--- src/rtl/cascade_counter_pkg.sv ---
// Shared constants and types for the cascaded modulo counter.
// Stage step decisions are named so the datapath mux reads as intent.
package cascade_counter_pkg;

  localparam int DEFAULT_NUM_STAGES = 3;
  localparam int DEFAULT_WIDTH      = 6;

  localparam logic DIR_UP   = 1'b1;
  localparam logic DIR_DOWN = 1'b0;

  typedef enum logic [2:0] {
    STEP_HOLD,
    STEP_LOAD,
    STEP_INC,
    STEP_DEC,
    STEP_WRAP_LOW,
    STEP_WRAP_HIGH,
    STEP_CLAMP
  } step_kind_e;

endpackage

--- src/rtl/cascade_counter_stage.sv ---
// One counter stage: counts over 0..limit_i inclusive, clamps out-of-range
// values, and reports whether it is terminal and whether this step wraps.
module counter_stage
  import cascade_counter_pkg::*;
#(
  parameter int WIDTH = DEFAULT_WIDTH
) (
  input  logic             clk,
  input  logic             reset,
  input  logic             stepEn_i,
  input  logic             up_i,
  input  logic             load_i,
  input  logic [WIDTH-1:0] loadVal_i,
  input  logic [WIDTH-1:0] limit_i,
  output logic [WIDTH-1:0] count_o,
  output logic             wrap_o,
  output logic             terminal_o,
  output logic             wrapNow_o
);

  logic [WIDTH-1:0] count_q, count_d;
  logic             wrap_q;
  step_kind_e       kind;

  function automatic logic [WIDTH-1:0] clampToLimit(input logic [WIDTH-1:0] value,
                                                    input logic [WIDTH-1:0] lim);
    return (value > lim) ? lim : value;
  endfunction

  // A zero limit pins the stage at 0, so it is always terminal.
  assign terminal_o = (limit_i == '0) ||
                      ((up_i == DIR_UP) ? (count_q == limit_i) : (count_q == '0));

  always_comb begin
    kind = STEP_HOLD;
    if (load_i) begin
      kind = STEP_LOAD;
    end else if (stepEn_i) begin
      if (limit_i == '0) begin
        kind = STEP_WRAP_LOW;
      end else if (up_i == DIR_UP) begin
        kind = (count_q >= limit_i) ? STEP_WRAP_LOW : STEP_INC;
      end else if (count_q == '0) begin
        kind = STEP_WRAP_HIGH;
      end else if (count_q > limit_i) begin
        kind = STEP_CLAMP;
      end else begin
        kind = STEP_DEC;
      end
    end
  end

  always_comb begin
    count_d = count_q;
    case (kind)
      STEP_LOAD:      count_d = clampToLimit(loadVal_i, limit_i);
      STEP_INC:       count_d = count_q + WIDTH'(1);
      STEP_DEC:       count_d = count_q - WIDTH'(1);
      STEP_WRAP_LOW:  count_d = '0;
      STEP_WRAP_HIGH: count_d = limit_i;
      STEP_CLAMP:     count_d = limit_i;
      default:        count_d = count_q;
    endcase
  end

  assign wrapNow_o = (kind == STEP_WRAP_LOW) || (kind == STEP_WRAP_HIGH);

  always_ff @(posedge clk or posedge reset) begin
    if (reset) begin
      count_q <= '0;
      wrap_q  <= 1'b0;
    end else begin
      count_q <= count_d;
      wrap_q  <= wrapNow_o;
    end
  end

  assign count_o = count_q;
  assign wrap_o  = wrap_q;

endmodule

--- src/rtl/cascade_counter.sv ---
// Chain of modulo counter stages; a higher stage steps only when every
// lower stage is terminal in the same cycle. Rollover flags a full wrap.
module cascade_counter
  import cascade_counter_pkg::*;
#(
  parameter int NUM_STAGES = DEFAULT_NUM_STAGES,
  parameter int WIDTH      = DEFAULT_WIDTH
) (
  input  logic                        clk,
  input  logic                        reset,
  input  logic                        en,
  input  logic                        up,
  input  logic                        load,
  input  logic [NUM_STAGES*WIDTH-1:0] loadVal,
  input  logic [NUM_STAGES*WIDTH-1:0] limit,
  output logic [NUM_STAGES*WIDTH-1:0] count,
  output logic [NUM_STAGES-1:0]       wrap,
  output logic                        rollover
);

  logic [NUM_STAGES-1:0] stepEn;
  logic [NUM_STAGES-1:0] terminal;
  logic [NUM_STAGES-1:0] wrapNow;
  logic                  rollover_q, rollover_d;

  always_comb begin
    stepEn[0] = en;
    for (int i = 1; i < NUM_STAGES; i++) begin
      stepEn[i] = stepEn[i-1] && terminal[i-1];
    end
  end

  for (genvar g = 0; g < NUM_STAGES; g++) begin : gStage
    counter_stage #(
      .WIDTH (WIDTH)
    ) uStage (
      .clk        (clk),
      .reset      (reset),
      .stepEn_i   (stepEn[g]),
      .up_i       (up),
      .load_i     (load),
      .loadVal_i  (loadVal[g*WIDTH +: WIDTH]),
      .limit_i    (limit[g*WIDTH +: WIDTH]),
      .count_o    (count[g*WIDTH +: WIDTH]),
      .wrap_o     (wrap[g]),
      .terminal_o (terminal[g]),
      .wrapNow_o  (wrapNow[g])
    );
  end

  // Load suppresses stepping in every stage, so it can never be a rollover.
  assign rollover_d = !load && (&wrapNow);

  always_ff @(posedge clk or posedge reset) begin
    if (reset) begin
      rollover_q <= 1'b0;
    end else begin
      rollover_q <= rollover_d;
    end
  end

  assign rollover = rollover_q;

endmodule

--- config.mk ---
export PLATFORM = sky130hd
export DESIGN_NAME = cascade_counter
export DESIGN_NICKNAME = d
export VERILOG_FILES = /design/src/rtl/cascade_counter_pkg.sv /design/src/rtl/cascade_counter_stage.sv /design/src/rtl/cascade_counter.sv
export SDC_FILE = /design/constraint.sdc
export NUM_CORES = 1
export LEC_CHECK = 0
export ABC_AREA = 1
export CORE_AREA = 5 5 88 90
export CTS_BUF_LIST = sky130_fd_sc_hd__clkbuf_8
export DETAILED_ROUTE_END_ITERATION = 8
export DIE_AREA = 0 0 93 95
export PLACE_DENSITY = 0.76
export SLEW_MARGIN = 15
export SYNTH_ARGS = -nofsm -noshare
export SYNTH_HDL_FRONTEND = slang
export SYNTH_SLANG_ARGS = --single-unit
export TNS_END_PERCENT = 5
--- constraint.sdc ---
create_clock -name clk -period 3.2 [get_ports clk]
set_clock_uncertainty 0.15 [all_clocks]
set_input_delay 0.96 -clock clk [delete_from_list [all_inputs] [get_ports clk]]
set_output_delay 0.96 -clock clk [all_outputs]
set_load 0.005 [all_outputs]
==> qor.yml <==
synthesis:
  synth_area_per_cell_um2: 6.53
  async_flop_share: 1.00
  synth_largest_area_cell: "ha_1"
  yosys_most_used_dff: "dfrtp_1"
  synth_commonest_cells: "nand2_1 (130), inv_1 (78), ha_1 (48)"
  ys_seq_area_frac: 0.165
  postSynthCellCount: 511
  synth-edff-count: 0
  post-synth-top-count-cell: "nand2_1"
  mappedNetlistArea_mm2: 0.00334
  synth-seq-cells: 22
  area_fraction_of_the_dominant_cell_type_after_synthesis: 0.180
  syn_nets: 603
  yosysUniqueCellTypes: 39
  yosysWarningCount: 0
  yosys-top-cells-area: "ha_1 (18%), dfrtp_1 (16%), nand2_1 (15%), inv_1 (8.8%), nand3_1 (5.8%)"
sta:
  timing.final.ws_setup_ns: -0.491
  hold_ws_ns: 0.515
  post-route-period-util: 1.15
  fin_crit_ns: 3.69
  report.final.setup_viol: 13
  worst_slew_pin_slew_ns: 0.457
  timing_hold_violations_final: 0
  report.final.slew_viol_count: 0
  max_freq_mhz: 271
  grt_setup_unrepaired: "yes"
  max_slew_margin: 0.694
power_and_ir_drop:
  power_spent_charging_and_discharging_nets_uw: 1080
  power_frac_seq: 0.175
  ir_worst_vdd_mv: 0.211
  total_power_uw: 2300
  netSwitchingFraction: 0.468
  power.density_cell_area_mw_per_mm2: 400
  p_clk_frac: 0.088
  internal_power_contribution_uw: 1230
  comb_power_share: 0.738
  power_leakage_uw: 0.00292
status:
  violations: "negative setup slack"
  status: "finished with violations"
floorplan:
  boundaryPins: 63
  design.core.area_mm2: 0.00698
  design.die.area_mm2: 0.00884
  row_count: 31
  floorplan.initialDensity: 0.478
  die_height_um: 95
  die_x_um: 93
clock_tree:
  max-clock-path-buffers: 2
  cts.reportedPaths.clkPinSlew_ns: 0.10
  clock_latency_ns: 0.28
  tritoncts: "yes"
  htree_levels: 1
  clock-root-buffer: "clkbuf_8"
  tritoncts.num_buffers: 3
  cts_num_sinks: 22
route:
  vias: 4806
  postRouteAntennaNets: 0
  drt_first_pass_iters: 5
  route.final.wire_length_um: 15600
  detail_route.wl_per_cell_um: 19.7
  post-route-drc-count: 0
  post_drt_via_cell_ratio: 6.08
  drt_iter0_drc: 491
setup_path:
  timing.critical_path.required_ns: 3.25
  crit_path_start_kind: "input pin"
  timing.critical_path.to_type: "flop"
  crit_path_max_fanout: 4
  worst_ep_arrival_time_ns: 3.74
  setup.worst_path.class: "in -> reg"
placement:
  post_dp_cell_area_mm2: 0.00500
  dp_hpwl_um: 9140
  place_ws_ns: -1.18
  portBuffers: 62
  placed_cells: 750
  finalWeightedCongestion: 0.917
min_path:
  timing.hold.worst.class: "reg -> reg"
layout:
  final_design_instance_area_without_fill_mm2: 0.00576
  drive_above_1_share: 0.434
  syn_to_final_growth_pct: 72.7
  fillers: 437
  finish.net_count: 803
  non_filler_instances: 791
  insertedDiodeCount: 0
job:
  drv_cap: 0
global_route:
  first_global_vias: 4526
  antenna_found_initial: 0
  grtUsageTotal: 0.295
  pin_count_of_the_biggest_net_entering_global_routing: 23
  grt_first_pass_wirelength_um: 20900
  global_route.overflow_total: 0
cell families after synthesis:
| logic type | synth area share |
|---|---|
| simple gates | 0.374 |
| xor+xnor | 0.0210 |
| flops | 0.165 |
| fa+ha+maj | 0.198 |
| compound gates | 0.136 |
| buf+inv | 0.106 |
final cells by class:
type                            instances  area, µm²  area share
Sequential cell                        22        551      0.0955
Clock buffer                            3       41.3     0.00717
Multi-Input combinational cell        398       3070       0.532
Tap cell                               82        103      0.0178
Inverter                               84        357      0.0619
Timing Repair Buffer                  202       1640       0.285
placed cells by master, fill, tap and decap left out, types with 20 or more instances in the layout:
master           count
dfrtp_1             22
nor2_1              38
inv_2               21
buf_4              138
nand2_1            106
nand3_1             27
ha_4                24
inv_1               53
ha_1                24
clkdlybuf4s50_1     43
nand2_2             26
o21ai_0             20
critical path, cell delays in order:
cell,delay [ns]
buf_2,0.10
inv_2,0.06
ha_4,0.28
nand2_4,0.05
nor2_4,0.11
nand3_2,0.10
nand3_4,0.13
nand2_2,0.10
inv_2,0.07
nand2_2,0.07
nor2_4,0.13
nand2_2,0.10
clkinv_4,0.10
ha_4,0.22
a21o_1,0.19
nand2_1,0.10
nand3_2,0.10
or2_4,0.24
nand2_2,0.07
inv_2,0.04
nand3_2,0.06
nand3_2,0.07
nand2_2,0.08
nor2_2,0.04
nor2_1,0.17
layer usage:
layer / routed length (µm) / vias to the layer above / GRT usage
met5: 0 / - / 0
met2: 7640 / 370 / 0.547
met4: 1040 / 0 / 0.127
met1: 5600 / 2232 / 0.328
li1: - / 2083 / -
met3: 1330 / 121 / 0.0534
state kept, by name (all words and copies together) (netlist names):
name,count
gStage.uStage.count_o,18
gStage.uStage.wrap_o,3
rollover,1
final timing paths:
path / from / cells past startpoint / to / slack [ns]
max in group asynchronous: reset / 3 / gStage[1].uStage.count_o[3] / 1.75
setup reg to reg: gStage[0].uStage.count_o[3] / 22 / gStage[2].uStage.count_o[5] / -0.18
min in group asynchronous: reset / 3 / rollover / 0.88
hold reg to reg: gStage[0].uStage.count_o[0] / 4 / gStage[0].uStage.count_o[0] / 0.51
setup / recovery: limit[9] / 25 / gStage[2].uStage.count_o[5] / -0.49
hold / removal: gStage[0].uStage.count_o[0] / 4 / gStage[0].uStage.count_o[0] / 0.51
power groups by stage:
stage / combinational, µW / clock, µW / sequential, µW
after floorplan: 705 / 0 / 437
after global placement: 1340 / 0 / 393
after detailed placement: 1380 / 0 / 395
after CTS: 1520 / 190 / 397
after global routing: 1830 / 209 / 404
final: 1700 / 202 / 402
per-stage QoR:
step | util | setup TNS, ns
5_1_grt | 0.825 | -4.45
2_1_floorplan | - | -1.34
3_3_place_gp | 0.716 | -13.49
4_1_cts | 0.792 | -0.687
6_report | 0.825 | -3.06
3_5_place_dp | 0.716 | -14.47
what timing repair did:
action / CTS / global route
setup endpoints to repair: 17 / 15
resized for setup: 152 / 43
setup buffers: 28 / 10
hold buffers: 0 / 0
pin swaps: 61 / 31
hold endpoints to repair: 0 / 0
Power figures use the tool's default switching activity.
